`src/rtl/screen_write_queue_pkg.sv`:
```
// Shared types and helpers for the screen write queue.
// Falls back to default SCREEN_ADDRESS / SCREEN_RANGE when the platform config has not defined them.
`ifndef SCREEN_ADDRESS
`define SCREEN_ADDRESS 32'h0001_0000
`endif
`ifndef SCREEN_RANGE
`define SCREEN_RANGE 32'h0000_2000
`endif

package screen_write_queue_pkg;

    localparam int unsigned ADDR_W    = 32;
    localparam int unsigned DATA_W    = 32;
    localparam int unsigned CHAR_W    = 16;
    localparam int unsigned DEPTH_DEF = 8;
    localparam int unsigned FB_AW_DEF = 12;

    // One framebuffer cell as written by the CPU halfword store
    typedef struct packed {
        logic [7:0] attr;
        logic [7:0] chr;
    } screen_char_t;

    function automatic logic [ADDR_W-1:0] screen_offset(input logic [ADDR_W-1:0] addr,
                                                        input logic [ADDR_W-1:0] base);
        return addr - base;
    endfunction

endpackage

```
`src/rtl/screen_write_queue_if.sv`:
```
// Bus-decoder / framebuffer side signals of the screen write queue.
interface screen_write_queue_if
    import screen_write_queue_pkg::*;
#(
    parameter int unsigned FB_AW = FB_AW_DEF
);
    logic                screen_wen;
    logic [ADDR_W-1:0]   data_addr;
    logic [DATA_W-1:0]   wdata;
    logic                fb_ready;
    logic                cpu_stall;
    logic                fb_we;
    logic [FB_AW-1:0]    fb_addr;
    logic [CHAR_W-1:0]   fb_data;
    logic                busy;

    modport master (
        output screen_wen, data_addr, wdata, fb_ready,
        input  cpu_stall, fb_we, fb_addr, fb_data, busy
    );

    modport slave (
        input  screen_wen, data_addr, wdata, fb_ready,
        output cpu_stall, fb_we, fb_addr, fb_data, busy
    );
endinterface

```
`src/rtl/screen_write_queue_sync_fifo.sv`:
```
// Synchronous FIFO owning pointers and count, with a rewrite port on the newest entry.
module screen_write_queue_sync_fifo #(
    parameter int unsigned WIDTH = 28,
    parameter int unsigned DEPTH = 8
) (
    input  logic                       clk,
    input  logic                       reset,
    input  logic                       push,
    input  logic [WIDTH-1:0]           push_data,
    input  logic                       pop,
    output logic [WIDTH-1:0]           pop_data,
    input  logic                       rewrite,
    input  logic [WIDTH-1:0]           rewrite_data,
    output logic [WIDTH-1:0]           newest_data,
    output logic                       full,
    output logic                       empty,
    output logic [$clog2(DEPTH):0]     count
);
    localparam int unsigned PTR_W = $clog2(DEPTH);

    logic [WIDTH-1:0] mem [DEPTH];
    logic [PTR_W-1:0] head;
    logic [PTR_W-1:0] tail;
    logic [PTR_W-1:0] newest_ptr;
    logic             do_push;
    logic             do_pop;
    logic             do_rewrite;

    assign full       = (count == (PTR_W+1)'(DEPTH));
    assign empty      = (count == '0);
    assign do_push    = push && !full;
    assign do_pop     = pop && !empty;
    assign do_rewrite = rewrite && !empty;
    assign newest_ptr = tail - PTR_W'(1);
    assign pop_data    = mem[head];
    assign newest_data = mem[newest_ptr];

    // Pointers wrap naturally since DEPTH is a power of two
    always_ff @(posedge clk) begin
        if (reset) begin
            head  <= '0;
            tail  <= '0;
            count <= '0;
        end else begin
            if (do_push) tail <= tail + PTR_W'(1);
            if (do_pop)  head <= head + PTR_W'(1);
            case ({do_push, do_pop})
                2'b10:   count <= count + (PTR_W+1)'(1);
                2'b01:   count <= count - (PTR_W+1)'(1);
                default: count <= count;
            endcase
        end
    end

    always_ff @(posedge clk) begin
        if (do_push) begin
            mem[tail] <= push_data;
        end else if (do_rewrite) begin
            mem[newest_ptr] <= rewrite_data;
        end
    end

endmodule

```
`src/rtl/screen_write_queue.sv`:
```
// Write buffer between bus decoder and character framebuffer; stalls the CPU only when full.
// Optional SCREEN_WQ_COALESCE_EN merges a store into the newest entry when the index matches.
module screen_write_queue
    import screen_write_queue_pkg::*;
#(
    parameter int unsigned       DEPTH = DEPTH_DEF,
    parameter int unsigned       FB_AW = FB_AW_DEF,
    parameter logic [ADDR_W-1:0] BASE  = `SCREEN_ADDRESS
) (
    input  logic                 clk,
    input  logic                 reset,
    screen_write_queue_if.slave  bus
);
    localparam int unsigned PTR_W   = $clog2(DEPTH);
    localparam int unsigned ENTRY_W = FB_AW + CHAR_W;

    logic [ADDR_W-1:0]  offset;
    logic [FB_AW-1:0]   index;
    screen_char_t       char_in;
    logic [ENTRY_W-1:0] push_entry;
    logic [ENTRY_W-1:0] head_entry;
    logic [ENTRY_W-1:0] newest_entry;
    logic [PTR_W:0]     count;
    logic               full;
    logic               empty;
    logic               push;
    logic               pop;
    logic               coalesce_hit;
    logic               unused_bits;

    // Halfword-aligned byte address to cell index, truncated to the framebuffer width
    assign offset     = screen_offset(bus.data_addr, BASE);
    assign index      = offset[FB_AW:1];
    assign char_in    = screen_char_t'(bus.wdata[CHAR_W-1:0]);
    assign push_entry = {index, char_in};

`ifdef SCREEN_WQ_COALESCE_EN
    // Newest entry may only be rewritten if it is not leaving through the pop port this cycle
    assign coalesce_hit = bus.screen_wen && !empty
                          && (newest_entry[ENTRY_W-1:CHAR_W] == index)
                          && !(pop && (count == (PTR_W+1)'(1)));
    assign unused_bits  = ^{offset[ADDR_W-1:FB_AW+1], offset[0], bus.wdata[DATA_W-1:CHAR_W]};
`else
    assign coalesce_hit = 1'b0;
    assign unused_bits  = ^{offset[ADDR_W-1:FB_AW+1], offset[0], bus.wdata[DATA_W-1:CHAR_W],
                            newest_entry, count};
`endif

    assign push = bus.screen_wen && !full && !coalesce_hit;
    assign pop  = !empty && bus.fb_ready && !reset;

    screen_write_queue_sync_fifo #(
        .WIDTH (ENTRY_W),
        .DEPTH (DEPTH)
    ) u_fifo (
        .clk          (clk),
        .reset        (reset),
        .push         (push),
        .push_data    (push_entry),
        .pop          (pop),
        .pop_data     (head_entry),
        .rewrite      (coalesce_hit),
        .rewrite_data (push_entry),
        .newest_data  (newest_entry),
        .full         (full),
        .empty        (empty),
        .count        (count)
    );

    assign bus.cpu_stall = bus.screen_wen && full && !coalesce_hit;
    assign bus.fb_we     = pop;
    assign bus.fb_addr   = head_entry[ENTRY_W-1:CHAR_W];
    assign bus.fb_data   = head_entry[CHAR_W-1:0];
    assign bus.busy      = !empty;

endmodule
```
`src/flat_wrapper.sv`:
```
// flat-port wrapper written by rule: the top's interface ports become plain ports
module screen_write_queue_flat import screen_write_queue_pkg::*;
#(
    parameter int unsigned       DEPTH = DEPTH_DEF,
    parameter int unsigned       FB_AW = FB_AW_DEF,
    parameter logic [ADDR_W-1:0] BASE  = `SCREEN_ADDRESS
)
  (clk, reset, bus_screen_wen, bus_data_addr, bus_wdata, bus_fb_ready, bus_cpu_stall, bus_fb_we, bus_fb_addr, bus_fb_data, bus_busy);
  screen_write_queue_if #(.FB_AW(FB_AW)) bus_i ();
  input  logic clk;
  input  logic reset;
  input wire logic [$bits(bus_i.screen_wen)-1:0] bus_screen_wen;
  input wire logic [$bits(bus_i.data_addr)-1:0] bus_data_addr;
  input wire logic [$bits(bus_i.wdata)-1:0] bus_wdata;
  input wire logic [$bits(bus_i.fb_ready)-1:0] bus_fb_ready;
  output wire logic [$bits(bus_i.cpu_stall)-1:0] bus_cpu_stall;
  output wire logic [$bits(bus_i.fb_we)-1:0] bus_fb_we;
  output wire logic [$bits(bus_i.fb_addr)-1:0] bus_fb_addr;
  output wire logic [$bits(bus_i.fb_data)-1:0] bus_fb_data;
  output wire logic [$bits(bus_i.busy)-1:0] bus_busy;
  assign bus_i.screen_wen = bus_screen_wen;
  assign bus_i.data_addr = bus_data_addr;
  assign bus_i.wdata = bus_wdata;
  assign bus_i.fb_ready = bus_fb_ready;
  assign bus_cpu_stall = bus_i.cpu_stall;
  assign bus_fb_we = bus_i.fb_we;
  assign bus_fb_addr = bus_i.fb_addr;
  assign bus_fb_data = bus_i.fb_data;
  assign bus_busy = bus_i.busy;
  screen_write_queue #(.DEPTH(DEPTH), .FB_AW(FB_AW), .BASE(BASE)) u_core (.clk(clk), .reset(reset), .bus(bus_i));
endmodule
```
`config.mk`:
```
export PLATFORM = sky130hd
export DESIGN_NAME = screen_write_queue_flat
export DESIGN_NICKNAME = d
export VERILOG_FILES = /design/src/rtl/screen_write_queue_pkg.sv /design/src/rtl/screen_write_queue_if.sv /design/src/rtl/screen_write_queue_sync_fifo.sv /design/src/rtl/screen_write_queue.sv /design/src/flat_wrapper.sv
export SDC_FILE = /design/constraint.sdc
export NUM_CORES = 1
export LEC_CHECK = 0
export BUFFER_PORTS_ARGS = -buffer_cell sky130_fd_sc_hd__buf_2
export CAP_MARGIN = 30
export CORE_UTILIZATION = 40
export CTS_CLUSTER_SIZE = 14
export DETAILED_ROUTE_END_ITERATION = 6
export SLEW_MARGIN = 20
export SYNTH_ARGS = -nofsm -noshare
export SYNTH_HDL_FRONTEND = slang
export SYNTH_SLANG_ARGS = --single-unit
```
`constraint.sdc`:
```
create_clock -name clk -period 7.9 [get_ports clk]
set_input_delay 0.395 -clock clk [delete_from_list [all_inputs] [get_ports clk]]
set_output_delay 0.395 -clock clk [all_outputs]
set_load 0.05 [all_outputs]
```
==> impl_summary.log, run 1 <==
[metrics] Net Count, Synth: 474
[metrics] complex-gate fraction of the synthesized area: 0.00468
[metrics] clock insertion delay at the later pin of the skew report: 0.52 ns
[metrics] Max transition margin: 0.382
[metrics] global-route usage over all layers: 0.148
[metrics] Power Internal: 2370 uW
[metrics] final sum of negative setup slack: 0 ns
[metrics] count of clock tree sinks: 237
[metrics] number of different library cells in the post-synthesis netlist: 30
[metrics] non-filler cells, final: 782
[metrics] violations in the final reports: DRC
[metrics] parity-gate share of the synthesized area counting xor and xnor cells: 0.00675
[metrics] CTS Hold Bufs: 0
[metrics] number of DRC violations after detailed-routing iteration 0: 274
[metrics] multiplexer share of the synthesized area: 0.178
[metrics] post-synthesis to final-layout area growth: 17.5%
[metrics] standard-cell row count: 54
[metrics] number of storage elements in the synthesis netlist: 237
[metrics] count of buffers inserted at the top-level ports: 62
[metrics] Horiz. Die Dim: 153 um
[metrics] startpoint types: register
[metrics] number of instances resized during post-cts repair: 0
[metrics] number of vias per cell after detailed routing: 5.27
[metrics] top cells by count, synth: 224 x edfxtp_1, 50 x mux4_2, 28 x mux2_2, 14 x nor2_1, 13 x dfxtp_1
[metrics] Post-Synthesis Mean Instance Area: 22.7 sq um
[metrics] overflow left after global routing: 0
[metrics] largest cells by area after synthesis: edfxtp_1 74%, mux4_2 12%, mux2_2 3.5%, dfxtp_1 2.9%, mux4_1 1.7%
[metrics] power density normalized to cell area: 303 mW/mm^2
[metrics] share of the synthesized area in the top cell type: 0.740
[metrics] combinational share of power: 0.186
[metrics] maximum count of clock buffers along a single path: 3
[metrics] Mapped Area: 0.00909 sq mm
[metrics] clock network power share: 0.364
[metrics] post-CTS setup repair buffer count: 0
[metrics] number of nets in the final layout: 556
[metrics] root cell of the clock tree: clkbuf_16
[metrics] pin count of the biggest net entering global routing: 57
[metrics] final slew viol count: 0
[metrics] combinational family with the most area after synthesis: multiplexers
[metrics] portion of the post-synthesis area used by sequential elements: 0.769
[metrics] type of the most critical hold path: input pin to register
[metrics] Highest Clock Rate: 0.293 GHz
[metrics] Post-Synth Adder-Cell Area: 0.00688
[metrics] htree depth: 1
[metrics] Clock Pin Slew Worst Setup and Hold Paths: 0.06 ns
[metrics] critical path data required time: 7.51 ns
[metrics] Post-synth EDFFs: 224
[metrics] final worst-path cycle share: 0.432
[metrics] cell count after synthesis: 401
[metrics] CTS Buf Count: 25
[metrics] Yosys warnings: 0
[metrics] area occupied by multi-input gates: 0.00204 sq mm
[metrics] total of max-cap violations: 0
[metrics] share of async-settable or async-resettable flops after synthesis: 0
[metrics] library cell with the highest instance count after synthesis: edfxtp_1
[metrics] sum of net half-perimeters after detailed placement: 8.94 mm
[metrics] number of antenna-violating nets in the routed design: 0
[metrics] switching share of total power: 0.267
[metrics] Placed Cells: 735
[metrics] number of hold-slack violations in the final timing report: 0
[metrics] worst-margin pin slew: 0.927 ns
[metrics] power dissipated by switching net loads: 862 uW
[metrics] biggest area consumer among synthesized cells: edfxtp_1
[metrics] global-route wire length before repair: 25.7 mm
[metrics] antenna violations before repair: 3
[metrics] vias in the first global route: 4426
[metrics] TritonCTS clock tree: yes
[metrics] number of placed I/O pins: 99
[metrics] area occupied by registers: 0.00699 sq mm
[metrics] area of the die: 0.0233 sq mm
[metrics] final cell utilization of the core: 0.485
[metrics] portion of total power attributed to sequential cells: 0.451
[metrics] Worst IR Drop VDD: 158 uV
[metrics] DRC violations left: 4
[metrics] total number of vias: 4123
[metrics] run status: finished, violations left
[metrics] Starting Density: 0.413
[metrics] fin crit period: 3.41 ns
[metrics] setup clock skew after layout: 0.0141 ns
[metrics] total wire length: 16.8 mm
[metrics] share of cells above drive strength 1: 0.397
[metrics] detail-routed net length per standard cell: 21.4 um
[metrics] arrival time at the worst endpoint: 3.02 ns
[metrics] leakage power: 0.00346 uW
[metrics] fill cell count: 1814
[metrics] floorplan core area: 0.0220 sq mm
[metrics] Crit. End Element: primary output
[metrics] area fraction in and, or, nand and nor cells after synthesis: 0.0222
[metrics] iteration count of the initial detailed-routing pass: 7
[metrics] start-to-end type of the worst setup path: register to primary output
[metrics] Die Span Y: 153 um
[metrics] ys flop type: edfxtp_1
[metrics] crit path max fanout: 42
[metrics] final setup vio count: 0
[metrics] weighted congestion reported at the end of routability-driven placement: 0.692
[metrics] unrepaired setup endpoints after global routing: no
==> sequential cells by signal (all words and copies together), names as in the netlist, named ones only <==
signal and flops:
u_core.u_fifo.count 4, u_core.u_fifo.tail 3, u_core.u_fifo.head 3, u_core.u_fifo.mem 224
==> logic make-up after synthesis <==
logic type | count (synthesis)
AO/OA/AOI/OAI | 8
XOR/XNOR | 7
adder cells (fa/ha/maj) | 5
buffers and inverters | 19
flip-flops | 237
multiplexers | 86
AND/OR/NAND/NOR | 39
==> worst paths after layout <==
kind	startpoint	to	slack (ns)	cells after the start
worst max-delay path	register	bus_fb_addr[1]	4.49	4
worst min-delay path	bus_wdata[5]	u_core.u_fifo.mem[4][5]$_DFFE_PP_	0.14	1
worst max register to register	u_core.u_fifo.count[0]$_SDFFE_PP0P_	u_core.u_fifo.count[2]$_SDFFE_PP0P_	5.28	10
worst min register to register	u_core.u_fifo.head[1]$_SDFFE_PP0P_	register	0.49	2
==> power groups by stage <==
stage	Clock (uW)	Sequential [uW]	Combinational, uW
2_1_floorplan	0	1470	506
3_3_place_gp	0	1480	602
3_5_place_dp	0	1490	611
4_1_cts	1200	1460	613
5_1_grt	1250	1470	643
6_report	1180	1460	600
==> final cells by class <==
type | count | area share
Antenna cell | 1 | 0.000234
Clock buffer | 29 | 0.0600
Clock inverter | 16 | 0.0183
Inverter | 1 | 0.000352
Multi-Input combinational cell | 145 | 0.191
Sequential cell | 237 | 0.655
Tap cell | 280 | 0.0328
Timing Repair Buffer | 73 | 0.0424
==> metrics by stage <==
step	area [sq um]	worst slack [ns]	power, uW	hold slack [ns]
after floorplan	9090	3.96	1970	0.447
after global placement	9750	4.98	2080	0.466
after detailed placement	9830	4.96	2100	0.473
after CTS	10700	4.40	3280	0.119
after global routing	10700	4.28	3360	0.128
final	10700	4.49	3240	0.140
==> cell usage in the layout, fill, tap and decap left out, drive strengths merged, types with 2 or more instances in the layout <==
cell	n
nor2b	2
o21ai	3
nor3	4
mux2	29
clkinv	10
edfxtp	224
ha	5
bufinv	4
a21oi	4
dfxtp	13
nand2b	2
clkbuf	29
inv	2
buf	73
xor2	7
nand3	5
nand2	6
mux4	56
nor2	14
==> metal layers <==
layer  track usage  wire length (um)  vias to the layer above
met5             0                22                        -
met4        0.0404               349                        4
met3        0.0344               885                       32
met2         0.248              8230                       98
met1         0.194              7270                     2148
li1              -                 -                     1841
==> critical path: stages (launching register included) <==
cell	delay (ns)
dfxtp_4	0.54
buf_4	0.76
mux4_1	0.65
mux2_2	0.28
buf_2	0.21
No activity file was read; power rests on OpenSTA's default activity.
==> run 2, diff against run 1 <==
==> constraint.sdc (replaced) <==
create_clock -name clk -period 3 [get_ports clk]
set_input_delay 0.15 -clock clk [delete_from_list [all_inputs] [get_ports clk]]
set_output_delay 0.15 -clock clk [all_outputs]
set_load 0.05 [all_outputs]
==> impl_summary.log, run 2 (synthesis results as in run 1) <==
[metrics] critical path data required time: 3.44 ns
[metrics] Buf/Inv on CP: 0
[metrics] Horiz. Die Dim: 153 um
[metrics] total number of vias: 4238
[metrics] iteration count of the initial detailed-routing pass: 6
[metrics] fill cell count: 1760
[metrics] diodes inserted: 0
[metrics] number of DRC violations after detailed-routing iteration 0: 209
[metrics] number of antenna-violating nets in the routed design: 0
[metrics] htree depth: 1
[metrics] total wire length: 17.0 mm
[metrics] pin count of the biggest net entering global routing: 57
[metrics] unrepaired setup endpoints after global routing: no
[metrics] vias in the first global route: 4554
[metrics] cell family with most CP delay: simple AND/OR/NAND/NOR gates
[metrics] total of max-cap violations: 0
[metrics] global-route usage over all layers: 0.150
[metrics] fin crit period: 2.69 ns
[metrics] area occupied by multi-input gates: 0.00205 sq mm
[metrics] arrival time at the worst endpoint: 3.13 ns
[metrics] most frequent standard cell in the layout excluding fill and tap cells: edfxtp_1
[metrics] count of clock tree sinks: 237
[metrics] Starting Density: 0.413
[metrics] leakage power: 0.00362 uW
[metrics] run status: finished, violations left
[metrics] CTS Hold Bufs: 31
[metrics] TritonCTS clock tree: yes
[metrics] post-synthesis to final-layout area growth: 21.5%
[metrics] share of cells above drive strength 1: 0.382
[metrics] root cell of the clock tree: clkbuf_16
[metrics] Die Span Y: 153 um
[metrics] final slew viol count: 0
[metrics] area occupied by registers: 0.00699 sq mm
[metrics] largest registers: u_core.u_fifo.mem (224), u_core.u_fifo.count (4)
[metrics] master of the slowest instance on the critical path: or4b_1
[metrics] sum of net half-perimeters after detailed placement: 9.61 mm
[metrics] worst hold slack: 0.449 ns
[metrics] final setup vio count: 0
[metrics] maximum count of clock buffers along a single path: 3
[metrics] post-route worst setup slack: 0.307 ns
[metrics] number of nets in the final layout: 591
[metrics] standard-cell row count: 54
[metrics] worst setup timing slack at the placement stage: 0.306 ns
[metrics] antenna violations before repair: 0
[metrics] number of instances resized during post-cts repair: 0
[metrics] floorplan core area: 0.0220 sq mm
[metrics] start-to-end type of the worst setup path: register to register
[metrics] number of flip-flops under the largest register name: 224
[metrics] weighted congestion reported at the end of routability-driven placement: 0.719
[metrics] area of the die: 0.0233 sq mm
[metrics] clock insertion delay at the later pin of the skew report: 0.51 ns
[metrics] startpoint types: register
[metrics] Critical Path, Cell by Cell: or4b_1 > nand2_4 > ha_1 > xor2_1 > ha_1 > a21oi_1 > xor2_1 > or3_1 > a21oi_1
[metrics] Clock Pin Slew Worst Setup and Hold Paths: 0.06 ns
[metrics] worst-margin pin slew: 0.528 ns
[metrics] number of placed I/O pins: 99
[metrics] commonest cells after routing, fill and taps aside: 224 x edfxtp_1, 62 x buf_2, 50 x mux4_2
[metrics] detail-routed net length per standard cell: 20.9 um
[metrics] Highest Clock Rate: 0.371 GHz
[metrics] Final Power: 8550 uW
[metrics] crit path max fanout: 8
[metrics] violations in the final reports: DRC
[metrics] DRC violations left: 6
[metrics] crit-path max cell delay: 0.69 ns
[metrics] register with the most flip-flops: u_core.u_fifo.mem
[metrics] Crit. End Element: register
[metrics] Worst IR Drop VDD: 564 uV
[metrics] Max transition margin: 0.648
[metrics] CTS Buf Count: 24
[metrics] type of the most critical hold path: input pin to register
[metrics] number of hold-slack violations in the final timing report: 0
[metrics] final cell utilization of the core: 0.501
[metrics] number of vias per cell after detailed routing: 5.19
[metrics] overflow left after global routing: 0
[metrics] global-route wire length before repair: 26.2 mm
[metrics] final worst-path cycle share: 0.898
[metrics] setup clock skew after layout: 0.0124 ns
[metrics] power density normalized to cell area: 774 mW/mm^2
[metrics] count of buffers inserted at the top-level ports: 62
[metrics] post-CTS setup repair buffer count: 0
[run 2: cell count changes in the layout (fill, tap and decap cells not counted), sizes merged]
cell	before	now
buf	73	78
clkbuf	29	35
diode	1	0
inv	2	1
dlygate4sd3	0	31
clkinv	10	7
clkinvlp	1	0
bufinv	4	2
[run 2: cell type report]
type / instances / area share
Multi-Input combinational cell: 145 / 0.186
Tap cell: 280 / 0.0317
Timing Repair Buffer: 109 / 0.0727
Clock inverter: 9 / 0.00861
Inverter: 1 / 0.000340
Sequential cell: 237 / 0.633
Clock buffer: 35 / 0.0675
[run 2: where the power goes]
group	switching, uW	leakage (uW)	total [uW]	internal (uW)
combinational	1010	0.00107	1670	663
sequential	66.1	0.00214	3820	3750
clock	1170	0.000415	3060	1890
total	2240	0.00362	8550	6310
[run 2: routing by layer]
layer,wire length [um],GRT usage,up-vias
met5,0,0,-
met4,367,0.0428,0
met3,832,0.0242,28
met2,8530,0.257,100
met1,7300,0.199,2196
li1,-,-,1914
[run 2: worst register-to-register path: cells and delay by family (launching register included)]
kind	cells	cell delay, ns
flip-flops	1	0.37
adder cells (fa/ha/maj)	2	0.51
AO/OA/AOI/OAI	2	0.30
XOR/XNOR	2	0.21
AND/OR/NAND/NOR	3	1.23
[run 2: path summary, 6_finish.rpt]
check	cells after the start	slack, ns	end	from
hold reg to reg	2	0.49	register	u_core.u_fifo.head[1]$_SDFFE_PP0P_
setup reg to reg	9	0.31	u_core.u_fifo.count[2]$_SDFFE_PP0P_	u_core.u_fifo.count[1]$_SDFFE_PP0P_
hold / removal	2	0.45	u_core.u_fifo.mem[3][7]$_DFFE_PP_	bus_wdata[7]
setup / recovery	9	0.31	u_core.u_fifo.count[2]$_SDFFE_PP0P_	u_core.u_fifo.count[1]$_SDFFE_PP0P_
[run 2: stage by stage]
step | cells | cell area (sq um) | setup TNS (ns)
after CTS | 816 | 11000 | 0
final | 816 | 11000 | 0
after detailed placement | 741 | 9890 | 0
after global routing | 816 | 11000 | 0
after floorplan | 401 | 9100 | -16.24
after global placement | 741 | 9890 | 0
